$ cat src/rtl/cpu_ctrl_pkg.sv
// -----------------------------------------------------------------------------
// cpu_ctrl_pkg
// Shared definitions for the CPU execution controller and anything that
// decodes its state (LED/seven-segment display logic).
//   state_t             : 2-bit FSM encoding IDLE=0, RUN=1, STEP=2, BREAK=3
//   DEBOUNCE_CYCLES_DEF : default hold time for debounced board buttons
//   DIV_CYCLES_DEF      : default clk cycles per cpu_en pulse in RUN
//   CNT_W_DEF           : default width of the retired-cycle counter
// -----------------------------------------------------------------------------
package cpu_ctrl_pkg;

  typedef enum logic [1:0] {
    ST_IDLE  = 2'd0,
    ST_RUN   = 2'd1,
    ST_STEP  = 2'd2,
    ST_BREAK = 2'd3
  } state_t;

  localparam int DEBOUNCE_CYCLES_DEF = 1_000_000;
  localparam int DIV_CYCLES_DEF      = 4;
  localparam int CNT_W_DEF           = 32;

endpackage

$ cat src/rtl/cpu_exec_ctrl_if.sv
// -----------------------------------------------------------------------------
// cpu_exec_ctrl_if
// Bundles the board-side controls, the IF-stage PC and the controller outputs.
//   master : board/CPU-top side; drives run, step, bp_en, bp_addr, pc_if and
//            observes cpu_en, halted, state, cycle_cnt
//   slave  : the execution controller itself
// CNT_W must match the CNT_W of the attached cpu_exec_ctrl.
// -----------------------------------------------------------------------------
interface cpu_exec_ctrl_if #(
  parameter int CNT_W = 32
);
  logic             run;
  logic             step;
  logic             bp_en;
  logic [31:0]      bp_addr;
  logic [31:0]      pc_if;
  logic             cpu_en;
  logic             halted;
  logic [1:0]       state;
  logic [CNT_W-1:0] cycle_cnt;

  modport master (
    output run, step, bp_en, bp_addr, pc_if,
    input  cpu_en, halted, state, cycle_cnt
  );

  modport slave (
    input  run, step, bp_en, bp_addr, pc_if,
    output cpu_en, halted, state, cycle_cnt
  );
endinterface

$ cat src/rtl/btn_debounce.sv
// -----------------------------------------------------------------------------
// btn_debounce
// Conditions a raw, bouncy, asynchronous push-button into a single-clk pulse.
//   clk     : sampling clock
//   rst     : asynchronous active-high reset
//   i_btn   : raw button level (asynchronous to clk)
//   o_pulse : 1-clk pulse when the accepted level goes 0->1
// The synchronised level must differ from the accepted level for
// DEBOUNCE_CYCLES consecutive cycles before it is accepted; any match
// restarts the count. Press-to-pulse latency is 2 + DEBOUNCE_CYCLES cycles.
// -----------------------------------------------------------------------------
module btn_debounce
  import cpu_ctrl_pkg::*;
#(
  parameter int DEBOUNCE_CYCLES = DEBOUNCE_CYCLES_DEF
) (
  input  logic clk,
  input  logic rst,
  input  logic i_btn,
  output logic o_pulse
);

  localparam int HOLD_W = (DEBOUNCE_CYCLES > 1) ? $clog2(DEBOUNCE_CYCLES) : 1;
  localparam logic [HOLD_W-1:0] HOLD_MAX = HOLD_W'(DEBOUNCE_CYCLES - 1);

  logic [1:0]        r_sync;
  logic [HOLD_W-1:0] r_hold;
  logic              r_level;
  logic              r_pulse;

  // Synchroniser, hold counter, accepted level and rising-edge pulse
  always_ff @(posedge clk or posedge rst) begin
    if (rst) begin
      r_sync  <= 2'b00;
      r_hold  <= {HOLD_W{1'b0}};
      r_level <= 1'b0;
      r_pulse <= 1'b0;
    end else begin
      r_sync  <= {r_sync[0], i_btn};
      r_pulse <= 1'b0;
      if (r_sync[1] != r_level) begin
        // This is the DEBOUNCE_CYCLES-th consecutive differing cycle
        if (r_hold == HOLD_MAX) begin
          r_level <= r_sync[1];
          r_hold  <= {HOLD_W{1'b0}};
          r_pulse <= r_sync[1];
        end else begin
          r_hold  <= r_hold + HOLD_W'(1);
        end
      end else begin
        r_hold <= {HOLD_W{1'b0}};
      end
    end
  end

  assign o_pulse = r_pulse;

endmodule

$ cat src/rtl/cpu_exec_ctrl.sv
// -----------------------------------------------------------------------------
// cpu_exec_ctrl
// Execution controller for the 5-stage MIPS core. Produces a single
// clock-enable pulse (cpu_en) that gates every pipeline register, the PC and
// the regfile/RAM write ports.
//   clk   : board clock, sole clock of the CPU
//   reset : asynchronous active-high reset
//   bus   : cpu_exec_ctrl_if.slave
//           run/step/bp_en/bp_addr/pc_if in; cpu_en/halted/state/cycle_cnt out
// Modes: free-run with a DIV_CYCLES divider, debounced single-step, and a
// PC breakpoint that can be stepped over from BREAK.
// -----------------------------------------------------------------------------
module cpu_exec_ctrl
  import cpu_ctrl_pkg::*;
#(
  parameter int DEBOUNCE_CYCLES = DEBOUNCE_CYCLES_DEF,
  parameter int DIV_CYCLES      = DIV_CYCLES_DEF,
  parameter int CNT_W           = CNT_W_DEF
) (
  input logic            clk,
  input logic            reset,
  cpu_exec_ctrl_if.slave bus
);

  localparam int DIV_W = (DIV_CYCLES > 2) ? $clog2(DIV_CYCLES) : 1;
  localparam logic [DIV_W-1:0] DIV_MAX = DIV_W'(DIV_CYCLES - 1);

  state_t           r_state;
  logic [DIV_W-1:0] r_div;
  logic             r_halted;
  logic [CNT_W-1:0] r_cycle_cnt;

  logic w_step_pulse;
  logic w_tick;
  logic w_bp_hit;
  logic w_cpu_en;

  btn_debounce #(
    .DEBOUNCE_CYCLES(DEBOUNCE_CYCLES)
  ) u_step_db (
    .clk    (clk),
    .rst    (reset),
    .i_btn  (bus.step),
    .o_pulse(w_step_pulse)
  );

  assign w_tick   = (r_state == ST_RUN) && (r_div == DIV_MAX);
  assign w_bp_hit = bus.bp_en && (bus.pc_if == bus.bp_addr);

  // cpu_en decode: only registered state plus stable inputs, settled well
  // before the next clk edge; the core uses it strictly as an enable.
  always_comb begin
    w_cpu_en = 1'b0;
    case (r_state)
      ST_STEP: w_cpu_en = 1'b1;
      ST_RUN: begin
        if (bus.run && w_tick && !w_bp_hit) begin
          w_cpu_en = 1'b1;
        end else begin
          w_cpu_en = 1'b0;
        end
      end
      // Step-over: run=0 in the same cycle wins and suppresses the pulse
      ST_BREAK: begin
        if (bus.run && w_step_pulse) begin
          w_cpu_en = 1'b1;
        end else begin
          w_cpu_en = 1'b0;
        end
      end
      default: w_cpu_en = 1'b0;
    endcase
  end

  // Control FSM with divider and registered halted flag
  always_ff @(posedge clk or posedge reset) begin
    if (reset) begin
      r_state  <= ST_IDLE;
      r_div    <= {DIV_W{1'b0}};
      r_halted <= 1'b1;
    end else begin
      case (r_state)
        ST_IDLE: begin
          r_div <= {DIV_W{1'b0}};
          if (bus.run) begin
            r_state  <= ST_RUN;
            r_halted <= 1'b0;
          end else if (w_step_pulse) begin
            r_state  <= ST_STEP;
            r_halted <= 1'b0;
          end else begin
            r_state  <= ST_IDLE;
            r_halted <= 1'b1;
          end
        end
        // The breakpoint is deliberately not checked here
        ST_STEP: begin
          r_state  <= ST_IDLE;
          r_halted <= 1'b1;
          r_div    <= {DIV_W{1'b0}};
        end
        ST_RUN: begin
          if (!bus.run) begin
            r_state  <= ST_IDLE;
            r_halted <= 1'b1;
            r_div    <= {DIV_W{1'b0}};
          end else if (w_tick) begin
            r_div <= {DIV_W{1'b0}};
            if (w_bp_hit) begin
              r_state  <= ST_BREAK;
              r_halted <= 1'b1;
            end else begin
              r_state  <= ST_RUN;
              r_halted <= 1'b0;
            end
          end else begin
            r_state  <= ST_RUN;
            r_halted <= 1'b0;
            r_div    <= r_div + DIV_W'(1);
          end
        end
        // Re-entering RUN with divider=0 puts the next breakpoint check
        // DIV_CYCLES cycles out, after pc_if has moved past bp_addr
        ST_BREAK: begin
          r_div <= {DIV_W{1'b0}};
          if (!bus.run) begin
            r_state  <= ST_IDLE;
            r_halted <= 1'b1;
          end else if (w_step_pulse) begin
            r_state  <= ST_RUN;
            r_halted <= 1'b0;
          end else begin
            r_state  <= ST_BREAK;
            r_halted <= 1'b1;
          end
        end
        default: begin
          r_state  <= ST_IDLE;
          r_halted <= 1'b1;
          r_div    <= {DIV_W{1'b0}};
        end
      endcase
    end
  end

  // Retired-cycle counter, wraps modulo 2^CNT_W
  always_ff @(posedge clk or posedge reset) begin
    if (reset) begin
      r_cycle_cnt <= {CNT_W{1'b0}};
    end else if (w_cpu_en) begin
      r_cycle_cnt <= r_cycle_cnt + CNT_W'(1);
    end else begin
      r_cycle_cnt <= r_cycle_cnt;
    end
  end

  assign bus.cpu_en    = w_cpu_en;
  assign bus.halted    = r_halted;
  assign bus.state     = r_state;
  assign bus.cycle_cnt = r_cycle_cnt;

endmodule

$ cat src/flat_wrapper.sv
// flat-port wrapper written by rule: the top's interface ports become plain ports
module cpu_exec_ctrl_flat import cpu_ctrl_pkg::*;
#(
  parameter int DEBOUNCE_CYCLES = DEBOUNCE_CYCLES_DEF,
  parameter int DIV_CYCLES      = DIV_CYCLES_DEF,
  parameter int CNT_W           = CNT_W_DEF
)
  (clk, reset, bus_run, bus_step, bus_bp_en, bus_bp_addr, bus_pc_if, bus_cpu_en, bus_halted, bus_state, bus_cycle_cnt);
  cpu_exec_ctrl_if #(.CNT_W(CNT_W)) bus_i ();
  input logic clk;
  input logic reset;
  input wire logic [$bits(bus_i.run)-1:0] bus_run;
  input wire logic [$bits(bus_i.step)-1:0] bus_step;
  input wire logic [$bits(bus_i.bp_en)-1:0] bus_bp_en;
  input wire logic [$bits(bus_i.bp_addr)-1:0] bus_bp_addr;
  input wire logic [$bits(bus_i.pc_if)-1:0] bus_pc_if;
  output wire logic [$bits(bus_i.cpu_en)-1:0] bus_cpu_en;
  output wire logic [$bits(bus_i.halted)-1:0] bus_halted;
  output wire logic [$bits(bus_i.state)-1:0] bus_state;
  output wire logic [$bits(bus_i.cycle_cnt)-1:0] bus_cycle_cnt;
  assign bus_i.run = bus_run;
  assign bus_i.step = bus_step;
  assign bus_i.bp_en = bus_bp_en;
  assign bus_i.bp_addr = bus_bp_addr;
  assign bus_i.pc_if = bus_pc_if;
  assign bus_cpu_en = bus_i.cpu_en;
  assign bus_halted = bus_i.halted;
  assign bus_state = bus_i.state;
  assign bus_cycle_cnt = bus_i.cycle_cnt;
  cpu_exec_ctrl #(.DEBOUNCE_CYCLES(DEBOUNCE_CYCLES), .DIV_CYCLES(DIV_CYCLES), .CNT_W(CNT_W)) u_core (.clk(clk), .reset(reset), .bus(bus_i));
endmodule
$ cat config.mk
export PLATFORM = sky130hd
export DESIGN_NAME = cpu_exec_ctrl_flat
export DESIGN_NICKNAME = d
export VERILOG_FILES = /design/src/rtl/cpu_ctrl_pkg.sv /design/src/rtl/cpu_exec_ctrl_if.sv /design/src/rtl/btn_debounce.sv /design/src/rtl/cpu_exec_ctrl.sv /design/src/flat_wrapper.sv
export SDC_FILE = /design/constraint.sdc
export NUM_CORES = 1
export LEC_CHECK = 0
export BUFFER_PORTS_ARGS = -buffer_cell sky130_fd_sc_hd__buf_2
export CAP_MARGIN = 20
export CORE_MARGIN = 10
export CORE_UTILIZATION = 50
export DETAILED_ROUTE_END_ITERATION = 7
export PLACE_DENSITY = 0.79
export SYNTH_ARGS = -nofsm -noshare
export SYNTH_HDL_FRONTEND = slang
export SYNTH_SLANG_ARGS = --single-unit
$ cat constraint.sdc
create_clock -name clk -period 2.5 [get_ports clk]
set_input_delay 0.125 -clock clk [delete_from_list [all_inputs] [get_ports clk]]
set_output_delay 0.125 -clock clk [all_outputs]
set_load 0.1 [all_outputs]
==> impl_metrics.py, run 1 <==
metrics = {
    "worst_hold_path": {
        "min_path_type": "input pin to register",
    },
    "synth": {
        "syn_inst": 298,
        "synth_area_sq_um": 3150,
        "synth_flop_cell": "dfrtp_1",
        "ys_ff_latch": 61,
        "yosys_warnings": 0,
        "ys_async_sr_fraction_pct": 100,
        "postSynthAreaPerCell_sq_um": 10.6,
        "ys_seq_area_share_pct": 48.4,
        "ys_types": 43,
        "yosysTopAreaCellShare_pct": 47.6,
        "synth_nets": 370,
        "synth_top_cell_by_area": "dfrtp_1",
        "synth_edf_count": 0,
        "synth_area_leaders": "dfrtp_1 (48%), xor2_1 (14%), xnor2_1 (8.6%), nand3_1 (3.5%), nor2_1 (3.1%)",
    },
    "route": {
        "drc": 0,
        "wirelength_mm": 7.51,
        "vias": 2539,
        "viasPerCell": 5.16,
        "detail-route-antenna-nets": 0,
        "routedWlPerCell_microns": 15.3,
        "first_pass_iters": 4,
        "drt_iter0_markers": 106,
    },
    "global_routing": {
        "grt_max_degree": 24,
        "grt_pass1_wl_mm": 12.4,
        "grt_pass1_vias": 2680,
        "antenna_found_initial": 0,
        "grt_usage_pct": 15.2,
        "grt_overflow": 0,
    },
    "critical_path": {
        "crit_chain": "nand2_1, nor2_1, nand2_1, o21ai_4, buf_2",
        "cp_max_fo": 10,
        "crit_type": "register to output port",
        "crit_path_frequent_cell": "nand2_1",
        "arrival_ns": 1.94,
        "crit_required_ns": 2.38,
        "cp_slowest_cell": "buf_2",
        "cpPeakStageDelay_ns": 0.50,
        "worstSetupEndpointType": "output port",
        "critPathLaunchType": "register",
    },
    "sta": {
        "maxSlewViolCount": 0,
        "tns_ns": 0,
        "max_slew_margin_pct": 55.2,
        "fin_crit_ns": 2.07,
        "worst_pin_slew_ns": 0.671,
        "fmax_mhz": 484,
        "rsz0062_at_grt": "false",
        "post-route-period-util_pct": 82.7,
        "finalSetupViolCount": 0,
        "final-hold-violation-count": 0,
        "skew_ns": 0.0141,
    },
    "power_and_ir_drop": {
        "power_leakage_nw": 1.99,
        "irDropWorstVdd_mv": 0.446,
        "powerDensity_nw_per_um2": 507,
    },
    "die": {
        "io_pins": 105,
        "rows": 28,
        "die_w_microns": 99.4,
        "core_area_sq_um": 6030,
        "dieArea_sq_um": 9890,
        "start_util_pct": 52.3,
        "die_h_microns": 99.4,
    },
    "layout": {
        "area_growth_pct": 25.9,
        "nNetsFinal": 484,
        "final_util_pct": 65.9,
        "fillers": 493,
        "insertedDiodeCount": 0,
        "drive_gt1_share_pct": 34.1,
    },
    "run_status": {
        "run_status": "complete, no violations",
    },
    "clock_tree": {
        "htreeDepth": 3,
        "cts_resized": 0,
        "cts.sinks": 61,
        "cts_tree": "done",
        "clk_pin_slew_worst_paths_ns": 0.07,
        "root_buffer": "clkbuf_8",
        "clock_path_buffers": 2,
        "cts_inserted_buffers": 9,
        "insertion_delay_ns": 0.34,
    },
    "place": {
        "portBuffers": 104,
        "detailed_place_hpwl_mm": 5.90,
        "gp_congestion": 0.938,
    },
    "run": {
        "max_cap_viol_count": 0,
    },
}
stage by stage:
| step | hold WS, ns | std cells | setup slack (ns) | instance area (sq um) | power [mW] |
|---|---|---|---|---|---|
| floorplan | 0.156 | 298 | 0.0578 | 3170 | 1.16 |
| global placement | 0.165 | 474 | 0.553 | 3770 | 1.25 |
| detailed placement | 0.173 | 474 | 0.503 | 3770 | 1.25 |
| CTS | 0.0710 | 492 | 0.430 | 3970 | 2.03 |
| global route | 0.0887 | 492 | 0.338 | 3970 | 2.10 |
| finish | 0.0840 | 492 | 0.433 | 3970 | 2.01 |
critical path, delay by kind of cell, from the launching register on:
| kind | cells | cell delay, ns |
|---|---|---|
| AOI/OAI and AO/OA | 1 | 0.33 |
| buffers and inverters | 1 | 0.50 |
| and+or+nand+nor | 3 | 0.37 |
| DFF | 1 | 0.42 |
where the power goes:
| part | total (mW) | switching [mW] | leakage, nW | internal [mW] |
|---|---|---|---|---|
| clock | 0.778 | 0.419 | 0.0774 | 0.360 |
| combinational | 0.219 | 0.136 | 1.09 | 0.0833 |
| sequential | 1.02 | 0.0139 | 0.826 | 1.00 |
Yosys cell counts, types with 2 or more instances:
master    instances
dfrtp_1          60
xor2_1           50
xnor2_1          31
nor2_1           26
nand2_1          22
nand3_1          22
nand4_1          13
and3_1           12
nor4_1            9
and2_1            7
inv_1             4
buf_2             3
ha_1              3
a21boi_0          2
and3_4            2
and4_1            2
mux2_2            2
nor2b_2           2
o211ai_1          2
final timing paths:
check	to	slack [ns]	cells after the start	start
worst max-delay path	bus_cpu_en	0.43	5	u_core.bus.state[0]
worst min-delay path	u_core.bus.state[0]	0.08	2	bus_run
worst max register to register	u_core.bus.cycle_cnt[31]	0.51	8	u_core.bus.cycle_cnt[2]
worst min register to register	u_core.u_step_db.r_sync[1]	0.35	0	u_core.u_step_db.r_sync[0]
max in group asynchronous	u_core.bus.halted	1.44	4	reset
min in group asynchronous	u_core.bus.cycle_cnt[30]	0.35	3	reset
flip-flops by register name (all words and copies together), names as in the netlist:
name / flops
u_core.bus.cycle_cnt: 32
u_core.u_step_db.r_hold: 20
u_core.bus.state: 2
u_core.r_div: 2
u_core.u_step_db.r_sync: 2
u_core.bus.halted: 1
u_core.u_step_db.o_pulse: 1
u_core.u_step_db.r_level: 1
what timing repair did:
| item | 4_1_cts | 5_1_grt |
|---|---|---|
| buffers inserted | 0 | 0 |
| endpoints found under the hold margin | 22 | 0 |
| endpoints found under the setup margin | 0 | 0 |
| hold buffers | 2 | 0 |
area by class of cell:
type | instances | area, sq um | area share [%]
Inverter | 4 | 15.0 | 0.378
Timing Repair Buffer | 109 | 563 | 14.2
Multi-Input combinational cell | 227 | 1590 | 40.0
Sequential cell | 61 | 1530 | 38.6
Tap cell | 75 | 93.8 | 2.36
Clock buffer | 9 | 124 | 3.12
Clock inverter | 7 | 52.6 | 1.32
layout by cell type (no fill, tap or decap), types with 2 or more instances in the layout:
master           n
o211ai_1         2
clkinv_4         2
xor2_1          50
nand3_1         22
clkinvlp_4       4
nand4_1         13
nand2_1         22
dfrtp_2          4
and3_1          12
nor2_1          26
buf_4            3
dfrtp_1         56
clkbuf_8         9
mux2_2           2
ha_1             3
a21boi_0         2
xnor2_1         31
inv_1            3
nor4_1           9
and4_1           2
and2_1           7
and3_4           2
dlygate4sd3_1    2
buf_2          104
nor2b_2          2
kinds of logic after synthesis:
group	share of synthesized area, %
DFF	48.4
muxes	0.714
AOI/OAI and AO/OA	2.94
buffers and inverters	1.43
and+or+nand+nor	22.8
adders and majority gates	1.19
xor gates and xnor gates	22.5
layer usage:
metal | vias to the layer above | GRT usage (%) | share of wire [%]
li1 | 1252 | - | -
met1 | 1220 | 16.7 | 39
met2 | 54 | 27.3 | 54
met3 | 13 | 4.78 | 5.3
met4 | 0 | 4.52 | 1.4
met5 | - | 0 | 0
Power figures use the tool's default switching activity.
==> run 2, diff against run 1 <==
- CORE_UTILIZATION: 50 -> 46
- PLACE_DENSITY: 0.79 -> 0.77
- clock period: 2.5 -> 1.76 ns (I/O delays scaled with it)
==> impl_metrics.py, run 2 (same netlist as run 1, synthesis figures left out) <==
metrics = {
    "run_status": {
        "run_status": "finished, violations left",
        "failed_checks": "negative setup slack",
    },
    "run": {
        "max_cap_viol_count": 0,
    },
    "global_routing": {
        "grt_overflow": 0,
        "antenna_found_initial": 0,
        "grt_pass1_vias": 2811,
        "grt_usage_pct": 16.0,
        "grt_max_degree": 62,
        "grt_pass1_wl_mm": 13.2,
    },
    "power_and_ir_drop": {
        "irDropWorstVdd_mv": 0.578,
        "power_mw": 3.03,
        "powerDensity_nw_per_um2": 676,
        "power_leakage_nw": 2.23,
    },
    "sta": {
        "final-hold-violation-count": 0,
        "skew_ns": 0.0113,
        "rsz0062_at_grt": "true",
        "tns_ns": -0.159,
        "fin_crit_ns": 1.82,
        "fmax_mhz": 549,
        "finalSetupViolCount": 6,
        "fin_ws_ns": -0.0612,
        "maxSlewViolCount": 0,
        "max_slew_margin_pct": 66.2,
        "worst_pin_slew_ns": 0.510,
        "post-route-period-util_pct": 103,
    },
    "clock_tree": {
        "clock_path_buffers": 2,
        "insertion_delay_ns": 0.35,
        "cts_tree": "done",
        "cts_inserted_buffers": 9,
        "root_buffer": "clkbuf_8",
        "cts.sinks": 61,
        "htreeDepth": 3,
        "clk_pin_slew_worst_paths_ns": 0.08,
    },
    "layout": {
        "drive_gt1_share_pct": 47.5,
        "largest_reg_flops": 32,
        "insertedDiodeCount": 0,
        "area_growth_pct": 42.2,
        "final_util_pct": 66.8,
        "nNetsFinal": 524,
        "layout_commonest_cell": "buf_2",
        "final_cell_mix": "buf_2 (103), xor2_1 (50), dfrtp_1 (45)",
    },
    "die": {
        "dieArea_sq_um": 10600,
        "io_pins": 105,
        "rows": 30,
        "start_util_pct": 46.9,
        "die_w_microns": 103,
        "core_area_sq_um": 6720,
        "die_h_microns": 103,
    },
    "place": {
        "portBuffers": 104,
        "detailed_place_hpwl_mm": 6.14,
        "gp_congestion": 0.874,
    },
    "route": {
        "drc": 0,
        "wirelength_mm": 8.30,
        "drt_iter0_markers": 89,
        "vias": 2704,
        "viasPerCell": 5.04,
        "first_pass_iters": 4,
        "detail-route-antenna-nets": 0,
        "routedWlPerCell_microns": 15.5,
    },
    "critical_path": {
        "arrival_ns": 2.06,
        "crit_type": "register to register",
        "crit_chain": "and3_4, and3_4, and3_4, nand4_1, o31a_4, nand2b_4, xnor2_2",
        "crit_required_ns": 2.00,
        "worstSetupEndpointType": "register",
        "cp_max_fo": 8,
        "critPathLaunchType": "register",
        "cp_slowest_cell": "dfrtp_2",
        "cpPeakStageDelay_ns": 0.37,
        "crit_path_frequent_cell": "and3_4",
    },
    "worst_hold_path": {
        "min_path_type": "input pin to register",
    },
}
## run 2: area by class of cell
class	count	area, sq um
Fill cell	504	2230
Sequential cell	61	1550
Timing Repair Buffer	149	911
Clock buffer	9	124
Clock inverter	7	75.1
Tap cell	80	100
Inverter	4	15.0
Multi-Input combinational cell	227	1710
## run 2: through the flow
| stage | area [sq um] | worst slack [ns] | instances | hold slack (ns) |
|---|---|---|---|---|
| after floorplan | 3220 | -0.532 | 298 | 0.119 |
| after global placement | 4050 | -0.160 | 506 | 0.170 |
| after detailed placement | 4050 | -0.170 | 506 | 0.176 |
| after CTS | 4330 | -0.0220 | 527 | 0.00596 |
| after global routing | 4490 | -0.147 | 537 | 0.0173 |
| final | 4490 | -0.0612 | 537 | 0.0321 |
## run 2: final timing paths
kind                                            startpoint                    endpoint  slack [ns]  depth (start not counted)
worst max-delay path               u_core.bus.cycle_cnt[2]    u_core.bus.cycle_cnt[20]       -0.06                          7
worst min-delay path                               bus_run             u_core.r_div[0]        0.03                          3
worst max register to register     u_core.bus.cycle_cnt[2]    u_core.bus.cycle_cnt[20]       -0.06                          7
worst min register to register  u_core.u_step_db.r_sync[0]  u_core.u_step_db.r_sync[1]        0.35                          0
max in group asynchronous                            reset           u_core.bus.halted        1.11                          4
min in group asynchronous                            reset    u_core.bus.cycle_cnt[18]        0.32                          4
## run 2: repair_timing
item,4_1_cts,5_1_grt
endpoints found under the setup margin,23,21
pin swaps,1,6
hold endpoints to repair,61,0
resized for setup,6,21
buffers inserted,3,11
cloned,0,0
hold buffers,2,0
## run 2: critical path, delay by kind of cell (launching register included)
kind	cells	cell delay [ns]
AOI/OAI and AO/OA	1	0.37
DFF	1	0.37
and+or+nand+nor	5	0.87
xor gates and xnor gates	1	0.12
## run 2: where the power goes
part | switching, mW | total (mW) | internal (mW) | leakage, nW
clock | 0.591 | 1.25 | 0.657 | 0.0918
sequential | 0.0178 | 1.44 | 1.42 | 0.808
combinational | 0.202 | 0.341 | 0.139 | 1.33
## run 2: per-layer routing
layer | up-vias | track usage [%] | share of wire, %
met2 | 52 | 28.4 | 55
li1 | 1327 | - | -
met1 | 1314 | 17.8 | 40
met3 | 11 | 5.16 | 4.4
met4 | 0 | 5.13 | 1.2
met5 | - | 0 | 0
==> run 3, diff against run 2 <==
- ABC_AREA: default -> 1
- CORE_UTILIZATION: 46 -> 49
- PLACE_DENSITY: 0.77 -> 0.78
==> impl_metrics.py, run 3 <==
metrics = {
    "power_and_ir_drop": {
        "power_leakage_nw": 2.65,
        "swShare_pct": 24.9,
        "p_int_mw": 2.40,
        "p_seq_share_pct": 45.2,
        "power_mw": 3.19,
        "powerDensity_nw_per_um2": 621,
        "irDropWorstVdd_mv": 0.518,
        "p_comb_share_pct": 11.3,
        "switchingPower_mw": 0.795,
        "power_frac_clock_pct": 43.6,
    },
    "synth": {
        "synth_top_cell_by_area": "dfrtp_1",
        "yosys_warnings": 0,
        "ys_ff_latch": 61,
        "yosysMostFrequentCell": "nand2_1",
        "yosysTopAreaCellShare_pct": 36.7,
        "synth_nets": 645,
        "synth_area_leaders": "dfrtp_1 (37%), nand2_1 (17%), nand4_1 (7.6%), xor2_1 (7.3%), inv_1 (6.1%)",
        "postSynthAreaPerCell_sq_um": 7.14,
        "synth_edf_count": 0,
        "synth_area_sq_um": 4090,
        "ys_seq_area_share_pct": 37.4,
        "ys_top_cells_by_count": "nand2_1 (183), inv_1 (66), nor2_1 (63)",
        "ys_types": 37,
        "syn_inst": 573,
        "ys_async_sr_fraction_pct": 100,
        "synth_flop_cell": "dfrtp_1",
    },
    "global_routing": {
        "grt_max_degree": 62,
        "grt_overflow": 0,
        "antenna_found_initial": 0,
        "grt_usage_pct": 17.9,
        "grt_pass1_wl_mm": 19.0,
        "grt_pass1_vias": 4081,
    },
    "clock_tree": {
        "cts.sinks": 61,
        "cts_tree": "done",
        "htreeDepth": 3,
        "clk_pin_slew_worst_paths_ns": 0.07,
        "clock_path_buffers": 2,
        "root_buffer": "clkbuf_8",
        "insertion_delay_ns": 0.35,
        "cts_inserted_buffers": 9,
    },
    "die": {
        "die_h_microns": 111,
        "dieArea_sq_um": 12400,
        "start_util_pct": 50.0,
        "io_pins": 105,
        "rows": 33,
        "core_area_sq_um": 8180,
        "die_w_microns": 111,
    },
    "sta": {
        "finalSetupViolCount": 0,
        "fmax_mhz": 592,
        "post-route-period-util_pct": 95.9,
        "tns_ns": 0,
        "hold_ws_ns": 0.293,
        "fin_ws_ns": 0.0719,
        "maxSlewViolCount": 0,
        "worst_pin_slew_ns": 0.530,
        "rsz0062_at_grt": "true",
        "skew_ns": 0.0159,
        "fin_crit_ns": 1.69,
        "max_slew_margin_pct": 64.9,
        "final-hold-violation-count": 0,
    },
    "layout": {
        "design_area_sq_um": 5140,
        "layout_commonest_cell": "nand2_1",
        "nNetsFinal": 760,
        "insertedDiodeCount": 0,
        "final_cell_mix": "nand2_1 (182), buf_2 (103), nor2_1 (61), inv_1 (61), nand4_1 (50)",
        "largest_reg_flops": 32,
        "drive_gt1_share_pct": 28.0,
        "area_growth_pct": 25.6,
    },
    "route": {
        "wirelength_mm": 11.3,
        "drt_iter0_markers": 281,
        "routedWlPerCell_microns": 14.1,
        "first_pass_iters": 4,
        "detail-route-antenna-nets": 0,
        "viasPerCell": 5.21,
        "drc": 0,
        "vias": 4160,
    },
    "place": {
        "portBuffers": 104,
        "detailed_place_hpwl_mm": 8.68,
        "gp_congestion": 0.967,
        "place_ws_ns": 0.0651,
        "dpl_cell_area_sq_um": 4810,
    },
    "run": {
        "max_cap_viol_count": 0,
    },
    "critical_path": {
        "crit_type": "register to register",
        "critPathLaunchType": "register",
        "cp_max_fo": 3,
        "worstSetupEndpointType": "register",
        "crit_required_ns": 2.03,
        "arrival_ns": 1.96,
    },
    "worst_hold_path": {
        "min_path_type": "input pin to register",
    },
    "run_status": {
        "run_status": "complete, no violations",
    },
}
[run 3: layout make-up]
class,count,area [sq um]
Timing Repair Buffer,117,666
Tap cell,105,131
Clock buffer,12,145
Clock inverter,4,72.6
Sequential cell,61,1570
Multi-Input combinational cell,430,2300
Fill cell,736,3040
Inverter,69,259
[run 3: kinds of logic after synthesis]
logic type	Yosys count	synth area share [%]
fa+ha+maj	3	0.918
compound gates	25	3.40
simple gates	351	39.0
buf+inv	82	8.38
flops	61	37.4
xor+xnor	51	10.9
[run 3: final timing paths]
path	start	to	slack, ns	depth (start not counted)
worst max-delay path	u_core.u_step_db.r_hold[0]	u_core.u_step_db.r_hold[16]	0.07	10
min in group asynchronous	reset	u_core.u_step_db.r_level	0.36	4
worst min-delay path	bus_pc_if[10]	u_core.bus.halted	0.29	8
max in group asynchronous	reset	u_core.bus.halted	1.11	4
worst min register to register	u_core.u_step_db.r_sync[0]	u_core.u_step_db.r_sync[1]	0.36	0
worst max register to register	u_core.u_step_db.r_hold[0]	u_core.u_step_db.r_hold[16]	0.07	10
[run 3: through the flow]
step           util (%)  std cells
2_1_floorplan         -        573
3_3_place_gp       58.9        775
3_5_place_dp       58.9        775
4_1_cts            61.9        794
5_1_grt            62.8        798
6_report           62.8        798
[run 3: routing by layer]
layer	track usage (%)	wire, microns	up-vias
met4	6.00	255	0
met2	32.4	5950	108
met3	3.97	519	18
met1	20.1	4550	1963
met5	0	0	-
li1	-	-	2071
[run 3: critical path, cell delays in order (launching register included)]
cell	delay, ns
dfrtp_1	0.36
ha_2	0.20
nand2_2	0.08
nor2_4	0.15
nand3_4	0.10
nor2_4	0.14
nand3b_1	0.12
or2_0	0.23
inv_1	0.07
o21ai_1	0.06
a21oi_1	0.11
[run 3: repair_timing]
item                       in CTS  in global routing
hold endpoints to repair       62                  0
hold buffers                    3                  0
setup endpoints to repair       0                 17
gates resized for setup         0                 12
buffers inserted                0                  4
[run 3: power groups by stage]
stage	clock (mW)	combinational, mW	sequential, mW
after floorplan	0	0.150	1.53
final	1.39	0.360	1.44
after detailed placement	0	0.353	1.47
after CTS	1.42	0.360	1.44
after global routing	1.48	0.402	1.44
after global placement	0	0.342	1.47
